**config.mk**
```make
export PLATFORM = sky130hd
export DESIGN_NAME = hrange_stepped
export DESIGN_NICKNAME = d
export VERILOG_FILES = /design/src/rtl/hrange_pkg.sv /design/src/rtl/hrange_stepped_gen_fifo.sv /design/src/rtl/hrange_stepped.sv
export SDC_FILE = /design/constraint.sdc
export NUM_CORES = 1
export LEC_CHECK = 0
export ABC_AREA = 0
export CAP_MARGIN = 15
export CORE_ASPECT_RATIO = 1.4
export CORE_MARGIN = 1
export CORE_UTILIZATION = 55
export CTS_BUF_LIST = sky130_fd_sc_hd__clkbuf_8
export CTS_CLUSTER_DIAMETER = 40
export DETAILED_ROUTE_END_ITERATION = 8
export PLACE_DENSITY_LB_ADDON = 0.15
export REMOVE_ABC_BUFFERS = 1
export SLEW_MARGIN = 5
export SYNTH_ARGS = -nofsm -noshare
export SYNTH_HDL_FRONTEND = slang
export SYNTH_SLANG_ARGS = --single-unit
export TNS_END_PERCENT = 50
```
**constraint.sdc**
```tcl
create_clock -name _clock -period 12.9 [get_ports _clock]
set_input_delay 3.87 -clock _clock [delete_from_list [all_inputs] [get_ports _clock]]
set_output_delay 3.87 -clock _clock [all_outputs]
set_load 0.02 [all_outputs]
```
**src/rtl/hrange_pkg.sv**
```systemverilog
// hrange_pkg: shared types and helpers for the stepped range generator.
//   state_t : generator FSM states, also exposed on the top-level debug port
//   addr_w  : index width of a DEPTH-entry buffer
package hrange_pkg;

  typedef enum logic [1:0] {
    IDLE  = 2'd0,
    GEN   = 2'd1,
    DRAIN = 2'd2
  } state_t;

  // Pointer index width for a power-of-two buffer of the given depth (>= 2).
  function automatic int unsigned addr_w(input int unsigned depth);
    return $clog2(depth);
  endfunction

endpackage

```
**src/rtl/hrange_stepped_gen_fifo.sv**
```systemverilog
// gen_fifo: DEPTH-entry synchronous FIFO with flush, used as the output buffer.
//   i_clk, i_rst_n : clock, asynchronous active-low reset
//   i_flush        : discard all entries (wins over push and pop)
//   i_push, i_din  : write an entry (ignored when full)
//   i_pop          : drop the head entry (ignored when empty)
//   o_full/o_empty : occupancy flags; o_last is high with exactly one entry
//   o_head         : head entry, meaningful only when !o_empty
module gen_fifo
  import hrange_pkg::*;
#(
  parameter int W     = 8,
  parameter int DEPTH = 2
) (
  input  logic         i_clk,
  input  logic         i_rst_n,
  input  logic         i_flush,
  input  logic         i_push,
  input  logic         i_pop,
  input  logic [W-1:0] i_din,
  output logic         o_full,
  output logic         o_empty,
  output logic         o_last,
  output logic [W-1:0] o_head
);

  localparam int AW = addr_w(DEPTH);

  // Pointers carry one extra wrap bit so full and empty are distinguishable.
  logic [AW:0]  r_wptr;
  logic [AW:0]  r_rptr;
  logic [W-1:0] r_mem [DEPTH];
  logic [AW:0]  w_count;
  logic         w_do_push;
  logic         w_do_pop;

  assign w_count   = r_wptr - r_rptr;
  assign o_full    = (w_count == (AW+1)'(DEPTH));
  assign o_empty   = (w_count == '0);
  assign o_last    = (w_count == (AW+1)'(1));
  assign w_do_push = i_push && !o_full;
  assign w_do_pop  = i_pop && !o_empty;
  assign o_head    = r_mem[r_rptr[AW-1:0]];

  always_ff @(posedge i_clk or negedge i_rst_n) begin
    if (!i_rst_n) begin
      r_wptr <= '0;
      r_rptr <= '0;
    end else if (i_flush) begin
      r_wptr <= '0;
      r_rptr <= '0;
    end else begin
      if (w_do_push) r_wptr <= r_wptr + (AW+1)'(1);
      if (w_do_pop)  r_rptr <= r_rptr + (AW+1)'(1);
    end
  end

  // Storage needs no reset: entries are only read behind the empty flag.
  always_ff @(posedge i_clk) begin
    if (w_do_push && !i_flush) r_mem[r_wptr[AW-1:0]] <= i_din;
  end

endmodule

```
**src/rtl/hrange_stepped.sv**
```systemverilog
// hrange_stepped: generates Python range(start, stop, step) through a buffered
// _start/_ready/_valid/_done stream.
//   _clock, _reset     : clock, asynchronous active-low reset
//   _start             : capture start/stop/step, flush, begin a new range
//   start, stop, step  : signed range arguments (WIDTH bits)
//   _ready             : consumer takes the head element this cycle
//   _valid             : _out0/_out1 hold an element
//   _done              : one-cycle pulse once the range is generated and consumed
//   _error             : one-cycle pulse together with _done when step == 0
//   _out0, _out1       : element value and its zero-based index
//   o_dbg_state        : current FSM state
// Handshake: an element transfers on each rising edge where _valid && _ready;
// while _ready is low the head and _valid stay unchanged (except on _start or reset).
module hrange_stepped
  import hrange_pkg::*;
#(
  parameter int WIDTH = 32,
  parameter int CNT_W = 32,
  parameter int DEPTH = 2
) (
  input  logic                    _clock,
  input  logic                    _reset,
  input  logic                    _start,
  input  logic signed [WIDTH-1:0] start,
  input  logic signed [WIDTH-1:0] stop,
  input  logic signed [WIDTH-1:0] step,
  input  logic                    _ready,
  output logic                    _valid,
  output logic                    _done,
  output logic                    _error,
  output logic signed [WIDTH-1:0] _out0,
  output logic [CNT_W-1:0]        _out1,
  output state_t                  o_dbg_state
);

  typedef struct packed {
    logic signed [WIDTH-1:0] value;
    logic [CNT_W-1:0]        index;
  } elem_t;

  localparam int EW = WIDTH + CNT_W;

  state_t                  r_state;
  state_t                  w_state_nxt;
  logic signed [WIDTH-1:0] r_stop;
  logic signed [WIDTH-1:0] r_step;
  logic signed [WIDTH-1:0] r_i;
  logic [CNT_W-1:0]        r_k;
  logic                    r_done;
  logic                    r_error;

  logic                    w_full;
  logic                    w_empty;
  logic                    w_last;
  elem_t                   w_head;
  elem_t                   w_din;
  logic                    w_pop;
  logic                    w_push;
  logic                    w_advance;
  logic                    w_drained;
  logic                    w_done_nxt;
  logic                    w_error_nxt;

  // Next cursor one bit wider than the data so i + step cannot wrap; since
  // stop fits in WIDTH bits, any overflow lands past stop and ends the range.
  logic signed [WIDTH:0]   w_nxt;
  logic signed [WIDTH:0]   w_stop_x;
  logic                    w_step_pos;
  logic                    w_step_neg;
  logic                    w_cont;

  // Emptiness of the range presented on the inputs at _start.
  logic                    w_in_zero;
  logic                    w_in_empty;

  assign w_nxt      = {r_i[WIDTH-1], r_i} + {r_step[WIDTH-1], r_step};
  assign w_stop_x   = {r_stop[WIDTH-1], r_stop};
  assign w_step_neg = r_step[WIDTH-1];
  assign w_step_pos = !r_step[WIDTH-1] && (r_step != '0);
  assign w_cont     = (w_step_pos && (w_nxt < w_stop_x)) ||
                      (w_step_neg && (w_nxt > w_stop_x));

  assign w_in_zero  = (step == '0);
  assign w_in_empty = w_in_zero ||
                      (!step[WIDTH-1] && (start >= stop)) ||
                      (step[WIDTH-1]  && (start <= stop));

  assign w_pop      = _ready && _valid;
  assign w_drained  = w_empty || (w_last && w_pop);
  assign w_din      = '{value: r_i, index: r_k};

  gen_fifo #(
    .W     (EW),
    .DEPTH (DEPTH)
  ) u_fifo (
    .i_clk   (_clock),
    .i_rst_n (_reset),
    .i_flush (_start),
    .i_push  (w_push),
    .i_pop   (w_pop),
    .i_din   (w_din),
    .o_full  (w_full),
    .o_empty (w_empty),
    .o_last  (w_last),
    .o_head  (w_head)
  );

  // State register and datapath registers.
  always_ff @(posedge _clock or negedge _reset) begin
    if (!_reset) begin
      r_state <= IDLE;
      r_stop  <= '0;
      r_step  <= '0;
      r_i     <= '0;
      r_k     <= '0;
      r_done  <= 1'b0;
      r_error <= 1'b0;
    end else begin
      r_state <= w_state_nxt;
      r_done  <= w_done_nxt;
      r_error <= w_error_nxt;
      if (_start) begin
        r_stop <= stop;
        r_step <= step;
        r_i    <= start;
        r_k    <= '0;
      end else if (w_advance) begin
        r_i <= w_nxt[WIDTH-1:0];
        r_k <= r_k + CNT_W'(1);
      end
    end
  end

  // Next-state logic.
  always_comb begin
    w_state_nxt = r_state;
    if (_start) begin
      w_state_nxt = w_in_empty ? IDLE : GEN;
    end else begin
      case (r_state)
        GEN:     if (!w_full && !w_cont) w_state_nxt = DRAIN;
        DRAIN:   if (w_drained)          w_state_nxt = IDLE;
        default: w_state_nxt = r_state;
      endcase
    end
  end

  // Output / control decode.
  always_comb begin
    w_push      = 1'b0;
    w_advance   = 1'b0;
    w_done_nxt  = 1'b0;
    w_error_nxt = 1'b0;
    if (_start) begin
      w_done_nxt  = w_in_empty;
      w_error_nxt = w_in_zero;
    end else begin
      w_push     = (r_state == GEN) && !w_full;
      w_advance  = w_push && w_cont;
      w_done_nxt = (r_state == DRAIN) && w_drained;
    end
  end

  // Outputs read zero whenever no element is held, including during reset.
  assign _valid      = !w_empty;
  assign _out0       = _valid ? w_head.value : '0;
  assign _out1       = _valid ? w_head.index : '0;
  assign _done       = r_done;
  assign _error      = r_error;
  assign o_dbg_state = r_state;

endmodule

```
* Word level (Yosys, flattened, before mapping)
Memory sizes are Yosys's and may differ from the RTL's.
Cells that the tools add are included.
** Word-level totals
- Register bits after elaboration :: 136
- Bits in writable memories :: 128
- Input port bits :: 100
- Output and inout bits :: 69
- Logic and storage cells :: 78
- Memories kept :: 1
** Operators by class
- Add/sub/neg operators :: 5
- Order comparisons :: 4
- Equal/unequal tests :: 6
- Mux-type cells :: 21
- Reductions and logical operators :: 32
** Memory list
- u_fifo.r_mem :: words 2, width 64, read ports 1, clocked after memory_dff 0, wr ports 1, line hrange_stepped_gen_fifo.sv:31 : logic [W-1:0] r_mem [DEPTH];
** Operators by type and width (number)
- two-way mux 32 bit :: 6
- adder 32 x 32 -> 33 bit :: 1
- greater-than comparator 33 x 32 -> 1 bit :: 1
- < comparator 33 x 32 -> 1 bit :: 1
- adder 32 x 1 -> 32 bit, second input constant :: 1
- greater-or-equal comparator 32 bit :: 1
- less-or-equal comparator 32 bit :: 1
- logical NOT 32 bit :: 1
- nonzero test 32 bit :: 1
- logical AND 1 bit :: 14
- two-way mux 2 bit :: 7
- two-way mux 1 bit :: 7
- logical NOT 1 bit :: 6
- != test 3 bit, second input constant :: 2
- nonzero test 2 bit :: 3
- adder 2 x 1 -> 2 bit, second input constant :: 2
- == test 2 x 1 -> 1 bit, second input constant :: 2
- == test 2 bit, second input constant :: 2
- logical OR 1 bit :: 4
- case mux 2 bit (2 select lines) :: 1
- AND reduction 3 bit :: 1
- nonzero test 3 bit :: 1
- logical NOT 2 bit :: 1
- subtractor 2 bit :: 1

* Longest topological paths before layout
Gate-level depths: netlist of run 1.
- Depth after elaboration :: 9
- Gate-level depth with buffers :: 22
- Mapped depth without buffers :: 21

* Hierarchy
From an unflattened synthesis of run 1, not the netlist that was laid out.
** Unflattened totals
- Cell total of the unflattened synthesis :: 1275
- Area, all modules :: 14252.4 um^2
** By module, submodules not included
- hrange_stepped :: times used 1, cells an instance 1038, area an instance 9320.2 um^2, seq. area each 3303.2 um^2
- gen_fifo :: times used 1, cells an instance 237, area an instance 4932.2 um^2, seq. area each 3943.8 um^2

* Least setup slack after synthesis of run 1
Ideal clock, no wire load.
- Path kind :: input port to flip-flop
- From :: in _start
- To :: mem u_fifo.r_mem[1][0] (netlist name), enable pin
- Setup time :: 0.565 ns
- Arrival :: 8.879 ns
- Required time :: 12.335 ns
- Setup slack :: 3.456 ns
- Stages :: 4
- Path buffers :: 3
- Cell sequence :: clkbuf_1 > clkbuf_1 > clkbuf_1 > nor3_1
** On the way
- Word-level cells in the longest chain between the ends :: 5
- Elaborated cells on any way between the ends :: 6
- Those cells by class :: mux (3); reduce/logical (3)
** Ends and longest elaborated chain
- start: declaration :: line hrange_stepped.sv:23 : input logic _start,
- two-way mux 1 bit :: line hrange_stepped.sv:154 : if (_start) begin
- logical AND 1 bit :: line hrange_stepped_gen_fifo.sv:40 : assign w_do_push = i_push && !o_full;
- logical AND 1 bit * :: line hrange_stepped_gen_fifo.sv:59 : if (w_do_push && !i_flush) r_mem[r_wptr[AW-1:0]] <= i_din;
- two-way mux 1 bit * :: line hrange_stepped_gen_fifo.sv:59
- two-way mux 1 bit (implied by the code) * :: line hrange_stepped_gen_fifo.sv:59
- end: declaration :: line hrange_stepped_gen_fifo.sv:31
Mark *: on every way between the ends. The rest lies on a longest branch, timed or not.

* Worst setup path in the final report of run 1
- From :: reg u_fifo.r_rptr[0]
- To :: out _out0[0]
** On the way
- Word-level cells in the longest chain between the ends :: 3
- Elaborated cells on any way between the ends :: 4
- Those cells by class :: add/sub (1); mux (1); reduce/logical (1); memory (1)
** Ends and longest elaborated chain
- start: declaration :: line hrange_stepped_gen_fifo.sv:30 : logic [AW:0] r_rptr;
- start signal: assignment :: line hrange_stepped_gen_fifo.sv:53 : if (w_do_pop) r_rptr <= r_rptr + (AW+1)'(1);
- subtractor 2 bit :: line hrange_stepped_gen_fifo.sv:36 : assign w_count = r_wptr - r_rptr;
- logical NOT 2 bit :: line hrange_stepped_gen_fifo.sv:38 : assign o_empty = (w_count == '0);
- two-way mux 32 bit * :: line hrange_stepped.sv:166 : assign _out0 = _valid ? w_head.value : '0;
- end: declaration :: line hrange_stepped.sv:31 : output logic signed [WIDTH-1:0] _out0,
Marks and branches as above.

==> results of run 1 <==
==> registers in the layout, indices dropped and copies added, names as in the netlist <==
name and cells:
_done 1, _error 1, o_dbg_state 2, r_i 32, r_k 32, r_step 32, r_stop 32, u_fifo.r_mem 128
u_fifo.r_rptr 2, u_fifo.r_wptr 2
==> worst reg2reg max path: stages, from the launching register on <==
cell and delay [ns]:
dfrtp_1 0.42, ha_1 0.23, fa_1 0.44, a211oi_1 0.31
o21ai_0 0.20, a31oi_1 0.37, a21oi_1 0.31, a211oi_1 0.43
o21ai_0 0.23, xor2_1 0.20, ha_1 0.34, nand4_1 0.15
nor2_1 0.31, nand4_1 0.22, a21oi_1 0.36, nor4_2 0.12
o21bai_4 0.60, a21o_1 0.58, nor2_1 0.25, a221o_1 0.39
==> power breakdown <==
| group | switching, mW | internal [mW] |
|---|---|---|
| Sequential | 0.0870 | 1.04 |
| Clock | 0.315 | 0.343 |
| Combinational | 0.960 | 0.685 |
| Total | 1.36 | 2.06 |
==> placed cells by master (no fill, tap or decap), drive strengths merged, types with 8 or more instances in the layout <==
cell	netlist	layout
clkdlybuf4s50	0	166
dfrtp	136	136
nor2	130	130
edfxtp	128	128
nand2	103	103
ha	99	99
inv	78	92
mux2i	90	90
o21ai	81	81
a21oi	59	59
clkbuf	37	45
xnor2	41	41
mux2	40	40
nand4	27	27
nand3	25	25
a21o	24	24
nor2b	17	17
nor4	17	17
a211oi	17	17
nor3	14	14
and3	13	13
buf	14	12
clkinv	0	11
and4	10	10
xor2	10	10
o21a	8	8
==> worst max-delay path by stage <==
stage | startpoint | end | slack [ns]
after floorplan | _start | u_fifo.r_mem[0][0] | 4.00
after global placement | u_fifo.r_rptr[0] | _out0[0] | 6.35
after detailed placement | u_fifo.r_rptr[0] | _out0[0] | 6.34
after CTS | u_fifo.r_rptr[0] | _out0[0] | 5.77
after global routing | u_fifo.r_rptr[0] | _out1[15] | 5.60
final | u_fifo.r_rptr[0] | _out0[0] | 5.82
==> area by class of cell <==
class / instances / area, µm² / share of cell area [%]
well taps: 319 / 399 / 2.35
flip-flops and latches: 264 / 7250 / 42.6
inverters: 78 / 293 / 1.72
multi-input cells: 905 / 6530 / 38.4
clock inverters: 29 / 160 / 0.942
clock buffers: 45 / 619 / 3.64
repair buffers: 178 / 1760 / 10.3
==> metal layers <==
layer  global-route usage, %  wire [µm]
met3                    3.55       1670
met4                    10.9       1160
met5                       0          0
met2                    46.3      17300
met1                    31.6      13600
==> per-stage QoR <==
step | std cells | setup WS (ns) | hold slack (ns) | util, % | area (µm²)
5_1_grt | 1818 | 5.60 | 0.519 | 67.0 | 17000
4_1_cts | 1818 | 5.77 | 0.507 | 67.0 | 17000
2_1_floorplan | 1247 | 4.00 | 0.442 | - | 14000
3_5_place_dp | 1744 | 6.34 | 0.483 | 63.9 | 16200
6_report | 1818 | 5.82 | 0.517 | 67.0 | 17000
3_3_place_gp | 1744 | 6.35 | 0.468 | 63.9 | 16200
==> kinds of logic after synthesis <==
family	count (synthesis)	share of synthesized area (%)
XOR/XNOR	51	3.13
buffers and inverters	129	3.53
AND/OR/NAND/NOR	376	12.6
AO/OA/AOI/OAI	248	11.5
flip-flops	264	50.8
multiplexers	130	9.51
adder cells (fa/ha/maj)	100	8.83
==> out/qor.csv, run 1 <==
stage,metric,value,unit
critical_path,Levels on crit path,7,
worst_hold_path,HP Start,r_k[31],
critical_path,Crit Path Max Fanout,57,
critical_path,Crit Path Category,register to output port,
synthesis,"EDFF count, synth",128,
detailed_routing,drt initial violations,595,
global_route,GRT Residual Overflow,0,
floorplanning,Rows,69,
cells_and_area,number of diodes,0,
power_and_ir_drop,Pwr Total,3.43,mW
synthesis,"Seq/Total Area, Yosys",50.8,%
sta,Least-Margin Pin Slew,0.969,ns
sta,crit path time final,7.08,ns
sta,share of the clock period used by the worst path,54.9,%
floorplanning,Die Y,192,µm
clocking,Post-CTS Setup Inserts,0,
clocking,"Clk Latency, worst-skew pair",0.53,ns
sta,FMAX,141,MHz
critical_path,CP required,9.03,ns
synthesis,cell area after synthesis,14300,µm²
clocking,"Reg clk slew, reported paths",0.06,ns
synthesis,"count leader, synth",dfrtp_1,
synthesis,"Async S/R FF share, synth",51.5,%
sta,Final Max Tran Viols,0,
detailed_routing,via count,10463,
clocking,post-CTS sizing,0,
global_route,global-route wire length before repair,54200,µm
floorplanning,die width,138,µm
sta,setup TNS,0,ns
floorplanning,Initial Utilization,56.2,%
global_route,GRT Total Usage,26.0,%
floorplanning,die area,26600,µm²
detailed_routing,Detailed Routing Iterations Pass 1,5,
clocking,hold_buf cts,0,
clocking,total CTS buffers,40,
synthesis,Synth area leaders,"edfxtp_1 (27%), dfrtp_1 (24%), ha_1 (8.7%), mux2i_1 (6.3%), nor2_1 (3.4%)",
sta,final setup vio count,0,
clocking,clock tree buffer depth,3,
power_and_ir_drop,Max VDD drop,0.000134,V
sta,Slew headroom,35.4,%
floorplanning,I/O pin total,169,
critical_path,r2r worst-path depth,19,
floorplanning,core area,25400,µm²
synthesis,synth cell count leaders,"dfrtp_1 (136), nor2_1 (130), edfxtp_1 (128)",
critical_path,Worst R2R End,r_i[23],
global_route,largest net degree at the start of global routing,107,
clocking,H-tree levels,2,
worst_hold_path,Cells on Worst Hold Path,0,
place,Final GP Congestion,0.874,
detailed_routing,WL final,33700,µm
sta,RSZ-0062 raised after global routing,no,
critical_path,worst path buffer plus inverter count,3,
clocking,root buffer cell,clkbuf_8,
clocking,number of clock sinks,264,
global_route,initial antenna violation count,0,
synthesis,largest area contributor in the netlist,edfxtp_1,
global_route,number of global-route vias before repair,10454,
critical_path,critical path launch point type,register,
detailed_routing,DRC Markers,0,
synthesis,top-area cell type share of the netlist area,27.0,%
power_and_ir_drop,PwrDens,201,nW/µm²
synthesis,Yosys warnings,0,
status,status,"finished, final reports clean",
place,DP HPWL,24300,µm
worst_hold_path,worst hold path class,register to register,
clocking,CTS tree,done,
critical_path,"setup slack, reg-to-reg",6.34,ns
synthesis,syn_area_per_cell,11.0,µm²
detailed_routing,Wirelength per Cell,18.5,µm
cells_and_area,P&R area growth vs syn,19.3,%
critical_path,Worst setup EP type,output port,
critical_path,R2R Path Start,r_i[0],
critical_path,CP top delay family,buffers and inverters,
power_and_ir_drop,LEAKAGE,6.97,nW
critical_path,CP arrival,3.21,ns
synthesis,Syn Inst Count,1298,
cells_and_area,net count reported at finish,1667,
cells_and_area,fillers,2044,
worst_hold_path,Hold Path End,u_fifo.r_mem[1][31],
detailed_routing,post-route ant nets,0,
synthesis,register bit total from synthesis,264,
synthesis,Synth Flop Type,dfrtp_1,
flow_run,total of max-cap violations,0,
sta,Layout Skew,0.0150,ns
cells_and_area,layout cells sized above 1,9.01,%
critical_path,crit-path cells,ha_1 > xnor2_1 > inv_1 > and2_2 > buf_4 > nor2_1 > clkdlybuf4s50_1,
synthesis,Unique masters post-synth,65,
detailed_routing,Vias/cell,5.76,
critical_path,max incr delay on CP,0.62,ns
place,port bufs,168,
critical_path,CP max stage cell,dfrtp_4,
sta,Hold Fails Final Rpt,0,
Note: power is estimated with default switching activity, not from simulation.
==> run 2: changes to the inputs <==
- CORE_UTILIZATION: 55 -> 53
- clock period: 12.9 -> 6.45 ns (I/O delays scaled with it)
==> run 2 against run 1 <==
Against the previous run: design area rose by 0.51%; sequential cell count unchanged; combinational power increased by 100%; first-iteration DRC count is 16% lower; die area increased by 3.7%; routed wire length grew 2.4%; register-to-register slack got worse by 5.9 ns; critical endpoint is now r_k[11]; utilization fell by 1.9 points; largest power group unchanged; global-route usage grew 0.078 points; critical path type is now register to register.
==> out/qor.csv, run 2 (same netlist as run 1, synthesis figures left out) <==
stage,metric,value,unit,change
detailed_routing,met2 WL,17900,µm,was 17300 µm
detailed_routing,Wirelength per Cell,18.9,µm,was 18.5 µm
detailed_routing,drt initial violations,499,,was 595
sta,final setup vio count,0,,unchanged
critical_path,crit-path cells,ha_1 > fa_1 > a211oi_1 > o21ai_0 > a31oi_1 > a21oi_1 > a211oi_1 > o21ai_0 > xor2_1 > ha_1 > a21o_1 > a2bb2oi_1 > a21oi_1 > or2_4 > o41ai_4 > nand3_4 > a21o_1 > nor3_1 > mux2_2,,was ha_1 > xnor2_1 > inv_1 > and2_2 > buf_4 > nor2_1 > clkdlybuf4s50_1
sta,Least-Margin Pin Slew,1.07,ns,was 0.969 ns
global_route,GRT Total Usage,26.1,%,was 26.0%
cells_and_area,Largest register FFs,128,,unchanged
floorplanning,Initial Utilization,54.2,%,was 56.2%
detailed_routing,post-route ant nets,0,,unchanged
sta,FMAX,168,MHz,
critical_path,CP required,6.88,ns,was 9.03 ns
cells_and_area,Non-Filler Instances,1826,,was 1818
clocking,CTS tree,done,,unchanged
sta,Slew headroom,28.2,%,was 35.4%
sta,setup TNS,0,ns,unchanged
place,Final GP Congestion,0.888,,was 0.874
place,"Cell Area, Placed",16300,µm²,was 16200 µm²
place,port bufs,168,,unchanged
global_route,initial antenna violation count,0,,unchanged
critical_path,Crit Path Max Fanout,19,,was 57
clocking,post-CTS sizing,0,,unchanged
clocking,total CTS buffers,40,,unchanged
cells_and_area,Final Cell Area,17100,µm²,was 17000 µm²
power_and_ir_drop,PwrDens,405,nW/µm²,was 201 nW/µm²
critical_path,CP max stage cell,a21o_1,,was dfrtp_4
floorplanning,I/O pin total,169,,unchanged
sta,RSZ-0062 raised after global routing,no,,unchanged
sta,share of the clock period used by the worst path,92.5,%,
floorplanning,Die Y,196,µm,was 192 µm
detailed_routing,DRT met1 WL,14200,µm,was 13600 µm
critical_path,max incr delay on CP,0.45,ns,was 0.62 ns
place,DP HPWL,25300,µm,was 24300 µm
global_route,global-route wire length before repair,55600,µm,was 54200 µm
global_route,largest net degree at the start of global routing,98,,was 107
clocking,number of clock sinks,264,,unchanged
critical_path,Worst setup EP type,register,,was output port
power_and_ir_drop,Max VDD drop,0.000231,V,was 0.000134 V
detailed_routing,Vias/cell,5.75,,was 5.76
clocking,root buffer cell,clkbuf_8,,unchanged
critical_path,Crit Path Category,register to register,,was register to output port
cells_and_area,P&R area growth vs syn,19.9,%,was 19.3%
floorplanning,die width,141,µm,was 138 µm
detailed_routing,WL final,34500,µm,was 33700 µm
place,Placed Instances,1751,,was 1744
detailed_routing,uppermost layer routed,met4,,unchanged
cells_and_area,layout cells sized above 1,8.99,%,was 9.01%
cells_and_area,post-layout util,65.1,%,was 67.0%
global_route,number of global-route vias before repair,10770,,was 10454
worst_hold_path,worst hold path class,register to register,,unchanged
critical_path,CP arrival,6.39,ns,was 3.21 ns
critical_path,critical path launch point type,register,,unchanged
cells_and_area,most frequent cells in the layout,"clkdlybuf4s50_1 (166), dfrtp_1 (135), nor2_1 (130)",,unchanged
clocking,clock tree buffer depth,3,,unchanged
sta,Final Max Tran Viols,0,,unchanged
sta,Hold Fails Final Rpt,0,,unchanged
sta,Final Hold Slack,0.497,ns,was 0.517 ns
floorplanning,Rows,70,,was 69
detailed_routing,DRC Markers,0,,unchanged
detailed_routing,metal3 WL,1330,µm,was 1670 µm
clocking,"Reg clk slew, reported paths",0.07,ns,was 0.06 ns
cells_and_area,"commonest non-fill, non-tap cell in the layout",clkdlybuf4s50_1,,unchanged
status,status,"finished, final reports clean",,unchanged
clocking,"Clk Latency, worst-skew pair",0.55,ns,was 0.53 ns
floorplanning,core area,26300,µm²,was 25400 µm²
place,Place WS,0.540,ns,was 6.34 ns
floorplanning,die area,27600,µm²,was 26600 µm²
global_route,GRT Residual Overflow,0,,unchanged
power_and_ir_drop,LEAKAGE,7.02,nW,was 6.97 nW
sta,crit path time final,5.96,ns,
sta,Layout Skew,0.0268,ns,was 0.0150 ns
sta,Worst Slack Setup Final,0.486,ns,was 5.82 ns
power_and_ir_drop,Pwr Total,6.93,mW,was 3.43 mW
detailed_routing,via count,10491,,was 10463
cells_and_area,number of diodes,0,,unchanged
cells_and_area,net count reported at finish,1673,,was 1667
detailed_routing,Detailed Routing Iterations Pass 1,4,,was 5
flow_run,total of max-cap violations,0,,unchanged
clocking,H-tree levels,2,,unchanged
run 2: layout make-up:
type                    instances  area, µm²
fillers                      2122       9180
multi-input cells             905       6530
flip-flops and latches        264       7250
well taps                     324        405
clock buffers                  46        633
clock inverters                25        156
repair buffers                184       1830
inverters                      78        293
run 2: path summary, 6_finish.rpt:
check / start / end / slack (ns) / cells past startpoint
max: r_step[0] / r_k[11] / 0.49 / 19
min in group asynchronous: _reset / r_stop[18] / 1.45 / 1
min reg2reg: r_k[13] / u_fifo.r_mem[0][13] / 0.50 / 0
max reg2reg: r_step[0] / r_k[11] / 0.49 / 19
max in group asynchronous: _reset / o_dbg_state[0] / 3.88 / 2
min: r_k[13] / u_fifo.r_mem[0][13] / 0.50 / 0
run 2: timing repair:
action,CTS,global route
hold buffers,0,0
setup buffers,0,4
endpoints found under the setup margin,0,6
run 2: metal layers:
layer	vias to the layer above	global-route usage, %
met5	-	0
met1	5097	31.2
met2	265	47.0
met4	0	10.5
li1	5058	-
met3	71	3.64
run 2: critical path, delay by kind of cell (launching register included):
kind	cells	cell delay, ns
DFF	1	0.40
AOI/OAI and AO/OA	11	3.06
muxes	1	0.35
adders and majority gates	3	0.95
xor gates and xnor gates	1	0.23
and+or+nand+nor	3	0.84
run 2: power by group:
group	internal [mW]	leakage [nW]	switching [mW]
clock network	0.731	0.463	0.632
logic	1.39	3.68	1.93
registers	2.07	2.88	0.173
total	4.19	7.02	2.73
==> run 3: changes to the inputs <==
- SLEW_MARGIN: 5 -> 25
==> run 3 against run 2 <==
Against the previous run: sequential power is essentially flat; routed wire length shrank 0.12%; hold slack lost 0.0073 ns; non-clock buffer count increased by 1; sequential cell count unchanged; combinational power is essentially flat; setup slack improved by 0.040 ns; fmax grew 0.68%; critical endpoint unchanged.
==> out/qor.csv, run 3 (same netlist as run 1, synthesis figures left out) <==
stage,metric,value,unit,change
cells_and_area,"commonest non-fill, non-tap cell in the layout",clkdlybuf4s50_1,,unchanged
place,"Cell Area, Placed",16300,µm²,about the same
detailed_routing,drt initial violations,544,,was 499
power_and_ir_drop,Net Sw Power,2.73,mW,about the same
global_route,number of global-route vias before repair,10553,,was 10770
worst_hold_path,worst hold path class,register to register,,unchanged
cells_and_area,Largest register FFs,128,,unchanged
detailed_routing,WL final,34500,µm,about the same
detailed_routing,post-route ant nets,0,,unchanged
sta,Layout Skew,0.0268,ns,about the same
critical_path,Worst setup EP type,register,,unchanged
floorplanning,die width,141,µm,unchanged
clocking,H-tree levels,2,,unchanged
cells_and_area,P&R area growth vs syn,20.0,%,was 19.9%
detailed_routing,DRC Markers,0,,unchanged
clocking,total CTS buffers,39,,was 40
clocking,hold_buf cts,0,,unchanged
critical_path,CP required,6.88,ns,about the same
critical_path,Crit Path Category,register to register,,unchanged
cells_and_area,Final Cell Area,17100,µm²,about the same
detailed_routing,Detailed Routing Iterations Pass 1,4,,unchanged
floorplanning,Die Y,196,µm,unchanged
floorplanning,Rows,70,,unchanged
global_route,GRT Total Usage,25.9,%,was 26.1%
power_and_ir_drop,Net Sw Frac,39.6,%,was 39.5%
power_and_ir_drop,Max VDD drop,0.000201,V,was 0.000231 V
clocking,post-CTS sizing,0,,unchanged
sta,share of the clock period used by the worst path,91.8,%,was 92.5%
sta,crit path time final,5.92,ns,was 5.96 ns
power_and_ir_drop,PwrDens,404,nW/µm²,was 405 nW/µm²
status,status,"finished, final reports clean",,unchanged
power_and_ir_drop,Flop pwr share,32.5,%,was 32.4%
cells_and_area,fillers,2099,,was 2122
critical_path,CP arrival,6.36,ns,was 6.39 ns
floorplanning,I/O pin total,169,,unchanged
place,port bufs,168,,unchanged
sta,Final Max Tran Viols,0,,unchanged
power_and_ir_drop,internal power,4.17,mW,was 4.19 mW
sta,setup TNS,0,ns,unchanged
floorplanning,Initial Utilization,54.2,%,unchanged
detailed_routing,Vias/cell,5.75,,about the same
sta,Slew headroom,34.1,%,was 28.2%
sta,FMAX,169,MHz,was 168 MHz
floorplanning,die area,27600,µm²,unchanged
floorplanning,core area,26300,µm²,unchanged
detailed_routing,Wirelength per Cell,18.9,µm,about the same
clocking,number of clock sinks,264,,unchanged
clocking,root buffer cell,clkbuf_8,,unchanged
clocking,Post-CTS Setup Inserts,0,,unchanged
clocking,"Reg clk slew, reported paths",0.07,ns,about the same
critical_path,Crit Path Max Fanout,19,,unchanged
cells_and_area,net count reported at finish,1673,,unchanged
global_route,GRT Residual Overflow,0,,unchanged
sta,final setup vio count,0,,unchanged
flow_run,total of max-cap violations,0,,unchanged
place,Final GP Congestion,0.888,,unchanged
critical_path,critical path startpoint,r_step[0],,unchanged
clocking,clock tree buffer depth,3,,unchanged
sta,Least-Margin Pin Slew,0.988,ns,was 1.07 ns
cells_and_area,number of diodes,0,,unchanged
critical_path,critical path launch point type,register,,unchanged
power_and_ir_drop,LEAKAGE,7.00,nW,was 7.02 nW
power_and_ir_drop,Comb pwr share,48.2,%,was 47.9%
global_route,initial antenna violation count,0,,unchanged
clocking,CTS tree,done,,unchanged
cells_and_area,most frequent cells in the layout,"clkdlybuf4s50_1 (166), dfrtp_1 (135), nor2_1 (130)",,unchanged
power_and_ir_drop,clock share of power,19.3,%,was 19.7%
worst_hold_path,HP Start,r_k[13],,unchanged
sta,RSZ-0062 raised after global routing,no,,unchanged
place,DP HPWL,25200,µm,was 25300 µm
critical_path,R2R Path Start,r_step[0],,unchanged
cells_and_area,post-layout util,65.1,%,about the same
cells_and_area,layout cells sized above 1,9.07,%,was 8.99%
global_route,largest net degree at the start of global routing,98,,unchanged
detailed_routing,via count,10495,,was 10491
clocking,"Clk Latency, worst-skew pair",0.55,ns,about the same
global_route,global-route wire length before repair,55400,µm,was 55600 µm
sta,Hold Fails Final Rpt,0,,unchanged
==> run 3: cell types whose count changed in the layout (fill, tap and decap cells not counted) <==
cell / previous run / this run
inv_1: 95 / 91
clkbuf_8: 46 / 44
clkinv_2: 1 / 3
buf_16: 0 / 1
clkinv_1: 3 / 4
clkinvlp_4: 1 / 2
inv_6: 1 / 0
nor3_2: 2 / 1
nor3_4: 0 / 1
==> run 3: per-stage QoR <==
step	cells	total power, mW	hold WS [ns]	setup WS [ns]
3_5_place_dp	1751	5.58	0.468	0.518
4_1_cts	1819	6.92	0.490	0.465
5_1_grt	1824	7.34	0.518	0.0940
6_report	1824	6.90	0.490	0.527
2_1_floorplan	1247	4.38	0.442	-2.01
3_3_place_gp	1751	5.52	0.453	0.729
==> run 3: power groups by stage <==
stage                     Sequential (mW)  Clock [mW]  Combinational [mW]
after floorplan                      2.26           0                2.12
after detailed placement             2.28           0                3.30
final                                2.24        1.33                3.33
after global placement               2.26           0                3.26
after CTS                            2.24        1.36                3.32
after global routing                 2.27        1.43                3.64
==> run 3: layer usage <==
layer  routed length (µm)  track usage, %  up-vias
met4                  769            8.05        0
met1                14200            31.6     5129
met5                    0               0        -
met3                 1380            3.44       50
met2                18200            47.4      259
li1                     -               -     5057
==> run 3: worst max-delay path, cell delays in order (launching register included) <==
cell and delay, ns:
dfrtp_1 0.40, ha_1 0.24, fa_1 0.42, a211oi_1 0.31
o21ai_0 0.21, a31oi_1 0.31, a21oi_1 0.28, a211oi_1 0.38
o21ai_0 0.20, xor2_1 0.24, ha_1 0.30, a21o_1 0.19
a2bb2oi_1 0.17, a21oi_1 0.13, or2_4 0.27, o41ai_4 0.37
nand3_4 0.32, a21o_1 0.45, nor3_1 0.26, mux2_2 0.35
==> run 3: worst paths after layout <==
check / slack, ns / endpoint / cells past startpoint
setup / recovery: 0.53 / r_k[11] / 19
hold / removal: 0.49 / u_fifo.r_mem[0][13] / 0
setup reg to reg: 0.53 / r_k[11] / 19
hold reg to reg: 0.49 / u_fifo.r_mem[0][13] / 0
max in group asynchronous: 4.39 / o_dbg_state[0] / 2
min in group asynchronous: 1.25 / r_i[22] / 1
==> run 3: final cells by class <==
cell class	instances	area, µm²	area share [%]
multi-input cells	905	6530	38.2
clock inverters	24	154	0.900
repair buffers	185	1860	10.9
clock buffers	44	606	3.54
flip-flops and latches	264	7250	42.4
inverters	78	293	1.71
well taps	324	405	2.37
==> RTL edit (settings of run 3) <==
`WIDTH`: 32 -> 48.
--- a/src/rtl/hrange_stepped.sv
+++ b/src/rtl/hrange_stepped.sv
@@ -16,3 +16,3 @@
 #(
-  parameter int WIDTH = 32,
+  parameter int WIDTH = 48,
   parameter int CNT_W = 32,
Interface: changed (resized _out0, start, step and stop); port bits go from 169 to 233. The function was not compared with the original's and may differ.
==> RTL edit against run 3 <==
  * Sequential power rose by 38%
  * Synthesized area rose by 36%
  * First-iteration DRC count rose by 62%
  * Via count rose by 43%
  * Routed wire length rose by 56%
  * Design area rose by 37%
  * Worst setup slack got worse by 0.16 ns
  * Utilization rose by 0.065 points
  * Sequential cell count rose by 80
  * Total power rose by 55%
  * Critical endpoint is now r_k[21]$_DFFE_PN0P_
  * Clock power rose by 40%
==> RTL edit: results (changes against run 3) <==
Placed design
  • Final HPWL DP: 40,790 µm (was 25,240 µm)
  • GP Congestion: 0.9354 (was 0.8880)
  • Pre-CTS setup slack: 0.07753 ns (was 0.5182 ns)
  • Port bufs: 232 (was 168)
  • Placed Cells: 2,487 (was 1,751)

Critical path
  • Crit Path Max Fanout: 10 (was 19)
  • Crit-path slowest cell: or4_1 (was a21o_1)
  • CP arrival: 6.61 ns (was 6.36 ns)
  • CP peak stage delay: 0.55 ns (was 0.45 ns)

Global routing
  • GR Util All Layers: 29.28% (was 25.93%)
  • First-pass GRT wire length: 83,370 µm (was 55,390 µm)

Timing
  • Post-Route Skew: 0.03518 ns (was 0.02680 ns)

Clocking
  • Clk_lat worst skew: 0.62 ns (was 0.55 ns)
  • Post-CTS sizing: 1 (was 0)

Route
  • Via Count: 15,012 (was 10,495)
  • DRC violation total after the first TritonRoute iteration: 881 (was 544)
  • WL/cell: 20.80 µm (was 18.91 µm)

Cells and area
  • Nets: 2,377 (was 1,673)
  • # fillers: 2,950 (was 2,099)

Synth
  • Synth area leaders: edfxtp_1 25%, dfrtp_1 24%, ha_1 9.5% (was edfxtp_1 27%, dfrtp_1 24%, ha_1 8.7%)
  • Ys async rst share: 53.49% (was 51.52%)
  • Top post-synthesis cells by count: 184 x dfrtp_1, 160 x edfxtp_1, 156 x nand2_1 (was 136 x dfrtp_1, 130 x nor2_1, 128 x edfxtp_1)
  • Sequential-to-total area share from yosys stat: 48.50% (was 50.84%)

Status
  • Status: complete, no violations (unchanged)

Pwr
  • Leakage: 0.01001 µW (was 0.007005 µW)
  • Int Pwr: 6166 µW (was 4172 µW)
-- RTL edit: stage by stage --
stage          hold slack, ns  area (µm²)
2_1_floorplan          0.4571       19080
4_1_cts                0.5001       23330
6_report               0.5024       23390
3_3_place_gp           0.4793       22220
5_1_grt                0.5033       23390
3_5_place_dp           0.4884       22220
-- RTL edit: worst max-delay path, delay by kind of cell (launching register included) --
family,cells,cell delay (ns)
AOI/OAI and AO/OA,11,2.23
and+or+nand+nor,4,1.41
adders and majority gates,2,0.74
buffers and inverters,3,0.60
DFF,1,0.42
muxes,1,0.35
xor gates and xnor gates,1,0.26
-- RTL edit: final cells by class --
class                      instances  share of cell area (%)
antenna                            1                 0.01070
clock buffer                      62                   3.648
clock inverter                    38                   1.075
inverter                         133                   2.134
multi-input combinational       1296                   39.39
sequential                       344                   40.24
tap                              462                   2.471
timing repair buffer             253                   11.03
-- RTL edit: worst paths after layout --
path	startpoint	end	slack, ns	cells past startpoint
max in group asynchronous	_reset	r_step[24]$_DFFE_PN0P_	4.43	2
min in group asynchronous	_reset	_error$_DFF_PN0_	1.20	1
hold / removal	r_i[7]$_DFFE_PN0P_	u_fifo.r_mem[1][39]$_DFFE_PP_	0.50	0
setup / recovery	r_i[10]$_DFFE_PN0P_	r_k[21]$_DFFE_PN0P_	0.37	22
hold reg to reg	r_i[7]$_DFFE_PN0P_	u_fifo.r_mem[1][39]$_DFFE_PP_	0.50	0
setup reg to reg	r_i[10]$_DFFE_PN0P_	r_k[21]$_DFFE_PN0P_	0.37	22
-- RTL edit: kinds of logic (layout without fill, tap and decap cells) --
| kind of cell | after synthesis | in the layout | share of synthesized area, % |
|---|---|---|---|
| AO/OA/AOI/OAI | 407 | 407 | 13.21 |
| XOR/XNOR | 55 | 55 | 2.483 |
| other | 0 | 1 | 0 |
| adder cells (fa/ha/maj) | 148 | 148 | 9.585 |
| multiplexers | 170 | 170 | 9.133 |
| buffers and inverters | 210 | 486 | 4.238 |
| AND/OR/NAND/NOR | 516 | 516 | 12.85 |
| flip-flops | 344 | 344 | 48.50 |
-- RTL edit: power groups by stage --
stage / registers (µW) / clock network [µW] / logic [µW]
after floorplan: 3050 / 0 / 3620
after global placement: 3120 / 0 / 5610
after detailed placement: 3140 / 0 / 5670
after CTS: 3100 / 1910 / 5700
after global routing: 3140 / 1990 / 6210
final: 3100 / 1860 / 5710
-- RTL edit: layer usage --
layer | track usage (%) | wire length, µm | vias to the layer above
met2 | 52.62 | 28150 | 405
met4 | 12.93 | 2367 | 0
met3 | 3.357 | 2202 | 117
met5 | 0 | 0 | -
met1 | 34.71 | 21140 | 7279
li1 | - | - | 7211
